<file path="src/rtl/boruss_prog_mem_if.sv">
// Fetch/load bus bundle for boruss_prog_mem.
// The slave modport faces the memory; the master modport faces the core/loader.
interface boruss_prog_mem_if #(
  parameter int DATA_W = 8,
  parameter int ADDR_W = 8
);
  logic              fetch_req;
  logic [ADDR_W-1:0] fetch_addr;
  logic [DATA_W-1:0] fetch_data;
  logic              fetch_valid;
  logic              fetch_perr;
  logic              load_start;
  logic              load_valid;
  logic [DATA_W-1:0] load_data;
  logic              load_last;
  logic              load_ready;
  logic              perr_inject;
  logic              busy;
  logic [ADDR_W:0]   load_count;

  modport slave (
    input  fetch_req, fetch_addr,
    output fetch_data, fetch_valid, fetch_perr,
    input  load_start, load_valid, load_data,
    input  load_last, perr_inject,
    output load_ready, busy, load_count
  );

  modport master (
    output fetch_req, fetch_addr,
    input  fetch_data, fetch_valid, fetch_perr,
    output load_start, load_valid, load_data,
    output load_last, perr_inject,
    input  load_ready, busy, load_count
  );
endinterface

</file>
<file path="src/rtl/boruss_prog_mem.sv">
// Program memory: self-initialising RAM, 1-cycle fetch port, streaming loader.
// Optional per-word even parity when BORUSS_PMEM_PARITY_EN is defined.
module boruss_prog_mem #(
  parameter int                DATA_W    = 8,
  parameter int                ADDR_W    = 8,
  parameter logic [DATA_W-1:0] HALT_WORD = '1
) (
  input  logic             clk,
  input  logic             reset,
  boruss_prog_mem_if.slave bus
);

  localparam int DEPTH = 1 << ADDR_W;

  typedef enum logic [1:0] {
    INIT = 2'd0,
    IDLE = 2'd1,
    LOAD = 2'd2
  } state_t;

  state_t            r_state;
  logic [ADDR_W-1:0] r_init_addr;
  logic [ADDR_W-1:0] r_ptr;
  logic [ADDR_W:0]   r_count;
  logic [DATA_W-1:0] r_fetch_data;
  logic              r_fetch_valid;

  logic [DATA_W-1:0] r_mem [DEPTH];

  logic              w_accept;
  logic              w_fetch_go;
  logic              w_we;
  logic [ADDR_W-1:0] w_waddr;
  logic [DATA_W-1:0] w_wdata;

  assign w_accept   = (r_state == LOAD) && bus.load_valid;
  assign w_fetch_go = (r_state == IDLE) && bus.fetch_req;

  // One shared write port: INIT sweep or accepted load beat
  always_comb begin
    w_we    = 1'b0;
    w_waddr = '0;
    w_wdata = '0;
    unique case (1'b1)
      (r_state == INIT): begin
        w_we    = 1'b1;
        w_waddr = r_init_addr;
        w_wdata = (r_init_addr == '1) ? HALT_WORD : '0;
      end
      w_accept: begin
        w_we    = 1'b1;
        w_waddr = r_ptr;
        w_wdata = bus.load_data;
      end
      default: ;
    endcase
  end

  always_ff @(posedge clk) begin
    if (w_we && !reset) begin
      r_mem[w_waddr] <= w_wdata;
    end
  end

  always_ff @(posedge clk) begin
    if (reset) begin
      r_state     <= INIT;
      r_init_addr <= '0;
      r_ptr       <= '0;
      r_count     <= '0;
    end else begin
      unique case (r_state)
        INIT: begin
          r_init_addr <= r_init_addr + ADDR_W'(1);
          if (r_init_addr == '1) begin
            r_state <= IDLE;
          end
        end
        IDLE: begin
          if (bus.load_start) begin
            r_state <= LOAD;
            r_ptr   <= '0;
            r_count <= '0;
          end
        end
        LOAD: begin
          if (w_accept) begin
            r_ptr   <= r_ptr + ADDR_W'(1);
            r_count <= r_count + (ADDR_W + 1)'(1);
            // Last slot ends the load; the pointer never wraps
            if (bus.load_last || r_ptr == '1) begin
              r_state <= IDLE;
            end
          end
        end
        default: r_state <= INIT;
      endcase
    end
  end

  always_ff @(posedge clk) begin
    if (reset) begin
      r_fetch_valid <= 1'b0;
      r_fetch_data  <= '0;
    end else begin
      r_fetch_valid <= w_fetch_go;
      if (w_fetch_go) begin
        r_fetch_data <= r_mem[bus.fetch_addr];
      end
    end
  end

`ifdef BORUSS_PMEM_PARITY_EN
  logic [DEPTH-1:0] r_par;
  logic             r_fetch_perr;
  logic             w_wpar;

  // INIT words carry a zero parity bit regardless of content
  assign w_wpar = (r_state == INIT) ? 1'b0
                : (^bus.load_data) ^ bus.perr_inject;

  always_ff @(posedge clk) begin
    if (w_we && !reset) begin
      r_par[w_waddr] <= w_wpar;
    end
  end

  always_ff @(posedge clk) begin
    if (reset) begin
      r_fetch_perr <= 1'b0;
    end else begin
      r_fetch_perr <= w_fetch_go &&
        ((^r_mem[bus.fetch_addr]) != r_par[bus.fetch_addr]);
    end
  end

  assign bus.fetch_perr = r_fetch_perr;
`else
  logic w_unused_perr;
  assign w_unused_perr  = bus.perr_inject;
  assign bus.fetch_perr = 1'b0;
`endif

  assign bus.fetch_data  = r_fetch_data;
  assign bus.fetch_valid = r_fetch_valid;
  assign bus.load_ready  = (r_state == LOAD);
  assign bus.busy        = (r_state != IDLE);
  assign bus.load_count  = r_count;

endmodule

</file>
<file path="src/flat_wrapper.sv">
// flat-port wrapper written by rule: the top's interface ports become plain ports
module boruss_prog_mem_flat 
#(
  parameter int                DATA_W    = 8,
  parameter int                ADDR_W    = 8,
  parameter logic [DATA_W-1:0] HALT_WORD = '1
)
  (clk, reset, bus_fetch_req, bus_fetch_addr, bus_fetch_data, bus_fetch_valid, bus_fetch_perr, bus_load_start, bus_load_valid, bus_load_data, bus_load_last, bus_perr_inject, bus_load_ready, bus_busy, bus_load_count);
  boruss_prog_mem_if #(.DATA_W(DATA_W), .ADDR_W(ADDR_W)) bus_i ();
  input  logic clk;
  input  logic reset;
  input wire logic [$bits(bus_i.fetch_req)-1:0] bus_fetch_req;
  input wire logic [$bits(bus_i.fetch_addr)-1:0] bus_fetch_addr;
  output wire logic [$bits(bus_i.fetch_data)-1:0] bus_fetch_data;
  output wire logic [$bits(bus_i.fetch_valid)-1:0] bus_fetch_valid;
  output wire logic [$bits(bus_i.fetch_perr)-1:0] bus_fetch_perr;
  input wire logic [$bits(bus_i.load_start)-1:0] bus_load_start;
  input wire logic [$bits(bus_i.load_valid)-1:0] bus_load_valid;
  input wire logic [$bits(bus_i.load_data)-1:0] bus_load_data;
  input wire logic [$bits(bus_i.load_last)-1:0] bus_load_last;
  input wire logic [$bits(bus_i.perr_inject)-1:0] bus_perr_inject;
  output wire logic [$bits(bus_i.load_ready)-1:0] bus_load_ready;
  output wire logic [$bits(bus_i.busy)-1:0] bus_busy;
  output wire logic [$bits(bus_i.load_count)-1:0] bus_load_count;
  assign bus_i.fetch_req = bus_fetch_req;
  assign bus_i.fetch_addr = bus_fetch_addr;
  assign bus_fetch_data = bus_i.fetch_data;
  assign bus_fetch_valid = bus_i.fetch_valid;
  assign bus_fetch_perr = bus_i.fetch_perr;
  assign bus_i.load_start = bus_load_start;
  assign bus_i.load_valid = bus_load_valid;
  assign bus_i.load_data = bus_load_data;
  assign bus_i.load_last = bus_load_last;
  assign bus_i.perr_inject = bus_perr_inject;
  assign bus_load_ready = bus_i.load_ready;
  assign bus_busy = bus_i.busy;
  assign bus_load_count = bus_i.load_count;
  boruss_prog_mem #(.DATA_W(DATA_W), .ADDR_W(ADDR_W), .HALT_WORD(HALT_WORD)) u_core (.clk(clk), .reset(reset), .bus(bus_i));
endmodule
</file>
<file path="config.mk">
export PLATFORM = sky130hd
export DESIGN_NAME = boruss_prog_mem_flat
export DESIGN_NICKNAME = d
export VERILOG_FILES = /design/src/rtl/boruss_prog_mem_if.sv /design/src/rtl/boruss_prog_mem.sv /design/src/flat_wrapper.sv
export SDC_FILE = /design/constraint.sdc
export NUM_CORES = 2
export LEC_CHECK = 0
export BUFFER_PORTS_ARGS = -buffer_cell sky130_fd_sc_hd__buf_2
export CORE_MARGIN = 2
export CORE_UTILIZATION = 28
export DETAILED_ROUTE_END_ITERATION = 6
export GPL_ROUTABILITY_DRIVEN = 0
export PLACE_DENSITY = 0.52
export SYNTH_ARGS = -nofsm -noshare
export SYNTH_HDL_FRONTEND = slang
export SYNTH_SLANG_ARGS = --single-unit
export TNS_END_PERCENT = 50
</file>
<file path="constraint.sdc">
create_clock -name clk -period 5.5 [get_ports clk]
set_input_delay 1.1 -clock clk [delete_from_list [all_inputs] [get_ports clk]]
set_output_delay 1.1 -clock clk [all_outputs]
set_load 0.01 [all_outputs]
</file>
==> metrics.md <==
| Metric | Value |
|---|---|
| Cell variety after synth | `87` |
| Kind of critical path | `in -> reg` |
| Area taken by multi-input logic gates | `between 15000 and 20000 µm²` |
| Static Leakage | `33.8 nW` |
| Post-CTS sizing | `0` |
| Io pins | `44` |
| First-pass iteration count of the detailed router | `7` |
| Vias in the first global route | `41866` |
| Min-Delay Path Class | `reg -> reg` |
| Failing checks | `DRC` |
| Starting Density | `28.1%` |
| Hold violation count in the final report | `0` |
| Fmax achieved | `~240 MHz` |
| Routed via count | `41425` |
| Die Ht | `547 µm` |
| Worst path max stage delay | `1040 ps` |
| Pin count of the biggest net entering global routing | `between 100 and 150` |
| Max-cap viol count | `0` |
| Min cycle time layout | `4120 ps` |
| Syn Inst Count | `4153` |
| GRT Total Usage | `between 10 and 15%` |
| Post-synthesis net count | `4179` |
| FFs w/ async S/R, synth | `0%` |
| Bufs on Longest Clock Path | `3` |
| CTS tree | `built` |
| Status | `finished with violations` |
| CORE AREA | `294000 µm²` |
| Yosys reg bits | `2084` |
| PwrDens | `340 nW/µm²` |
| Setup TNS Final | `0 ps` |
| Vias/cell | `4.90` |
| Avg Cell Area, Syn | `19.9 µm²` |
| Nets | `4393` |
| Slowest CP cell | `a2111oi_0` |
| YS warnings | `0` |
| Row count | `199` |
| Top FF cell, synth | `edfxtp_1` |
| Die area | `300000 µm²` |
| Crit start category | `input pin` |
| DRC Markers | `3` |
| Fin crit share | `74.9%` |
| Post-synth EDFFs | `just over 2000` |
| Root buffer cell | `clkbuf_16` |
| Die W | `around 550 µm` |
| Total Routed Length | `220000 µm` |
| Worst skew pair latency | `870 ps` |
| Number of port buffers | `around 40` |
| Layout area overhead | `14.1%` |
| CP required | `6220 ps` |
| Arrival time worst endpoint | `between 4000 and 5000 ps` |
| Yosys top cell area share | `around three quarters` |
| Initial antenna violation count | `15` |
| Post-Syn Area | `82700 µm²` |
| Max IR drop VDD | `353 µV` |
| DR iter-0 viols | `approximately 3900` |
| Final setup violation count | `0` |
| Crit path capture type | `flop` |
| Synth area leaders | `edfxtp_1, mux4_2, mux2i_1` |
| Share of cells above drive strength 1 | `a little over a fifth` |
| CP Max Fanout | `65` |
| ANT nets after route | `0` |
| Number of CTS-inserted buffers | `214` |
| First-pass GRT wire length | `313000 µm` |
| CP Cell Sequence | `buf_8, buf_12, buf_12, buf_4, mux4_2, mux2i_1, nor2_1, a2111oi_0, buf_4, a2111o_1, o211ai_1` |
| Sequential share of the synthesized area | `75.3%` |
| Worst hold margin | `approximately 500 ps` |
| HPWL Detailed | `around 140000 µm` |
| H-Tree Depth | `4` |
| Synth top cells by count | `edfxtp_1, mux4_2, mux2i_1, nor2_1, o22ai_1` |
| Final Skew | `28.9 ps` |
| Max-Slew Margin vs Limit | `9.95%` |
| Most frequent cell after synthesis | `edfxtp_1` |
| Post-CTS setup buffers | `0` |
| Hold buffers post-CTS | `0` |
| Gr ovfl total | `0` |
| Worst-Margin Slew | `1320 ps` |
| Clk slew on worst S/H paths | `approximately 60 ps` |
| Filler cells | `28130` |
| DR WL/cell | `25.9 µm` |
| RSZ-0062 raised after global routing | `false` |
| CTS sink cnt | `2084` |
| Register area | `62200 µm²` |
| Slew Viols, Final | `0` |
| Leading area contributor after synthesis | `edfxtp_1` |
-- layer usage --
layer  share of wire [%]  track usage [%]  vias to the layer above
met5                   0                0                        -
li1                    -                -                    17620
met2                  47             22.9                     1225
met4                 2.3             3.77                        0
met1                  44             20.0                    22281
met3                 6.2             2.70                      299
-- power by group --
group          switching, mW  leakage [nW]  internal, mW
registers            0.00653          23.2          17.2
logic                  0.654          7.35         0.368
clock network           6.12          3.20          7.70
-- worst max-delay path: cells and delay by family --
family                 cells  cell delay, ps
buffers and inverters      5            1670
AOI/OAI and AO/OA          3            1290
muxes                      2             570
and+or+nand+nor            1              90
-- path summary, 6_finish.rpt --
check / from / to / slack, ps / depth (start not counted)
worst max-delay path: bus_fetch_addr[1] / u_core.bus.fetch_data[6] / 1380 / 11
worst min-delay path: u_core.bus.load_count[1] / u_core.bus.load_count[1] / 500 / 2
worst max register to register: u_core.r_state[1] / u_core.r_mem[17][0] / 1630 / 5
worst min register to register: u_core.bus.load_count[1] / u_core.bus.load_count[1] / 500 / 2
-- flip-flops by register name, summed over array words and instances, names as in the netlist --
name / flops
u_core.r_mem: 2048
u_core.bus.load_count: 9
u_core.bus.fetch_data: 8
u_core.r_init_addr: 8
u_core.r_ptr: 8
u_core.r_state: 2
u_core.bus.fetch_valid: 1
-- cell families (layout without fill, tap and decap cells) --
family,Yosys count,count (layout),synth area share (%)
simple gates,590,590,3.25
xor+xnor,14,14,0.148
mux,738,738,14.6
buf+inv,256,645,2.60
compound gates,467,467,4.08
flops,2084,2084,75.3
other cells,1,2,0.00454
fa+ha+maj,3,3,0.0454
-- placed cells by master, fill, tap and decap left out, types with 45 or more instances in the layout --
cell	count
buf_4	179
clkbuf_16	214
o22ai_1	119
clkinv_1	51
mux2_2	74
a21oi_1	69
nand2_1	105
clkbuf_1	54
mux2i_1	305
o221ai_1	45
nor2_1	303
edfxtp_1	2048
mux4_2	331
-- per-stage QoR --
step	setup slack, ps	utilization, %	std cells	total power, mW	instance area, µm²
detailed placement	476	29.9	8070	18.5	87700
global placement	512	29.9	8070	18.5	87700
floorplan	1290	-	4153	18.2	82700
CTS	1390	32.1	8461	32.3	94300
finish	1380	32.1	8462	32.0	94300
global route	1320	32.1	8462	32.9	94300
-- layout make-up --
type,instances,area share [%]
sequential,2084,66.0
multi-input combinational,1813,19.5
clock buffer,270,5.92
tap,3919,5.20
timing repair buffer,250,2.33
clock inverter,121,1.05
inverter,4,0.0186
antenna,1,0.00265
Power figures use the tool's default switching activity.
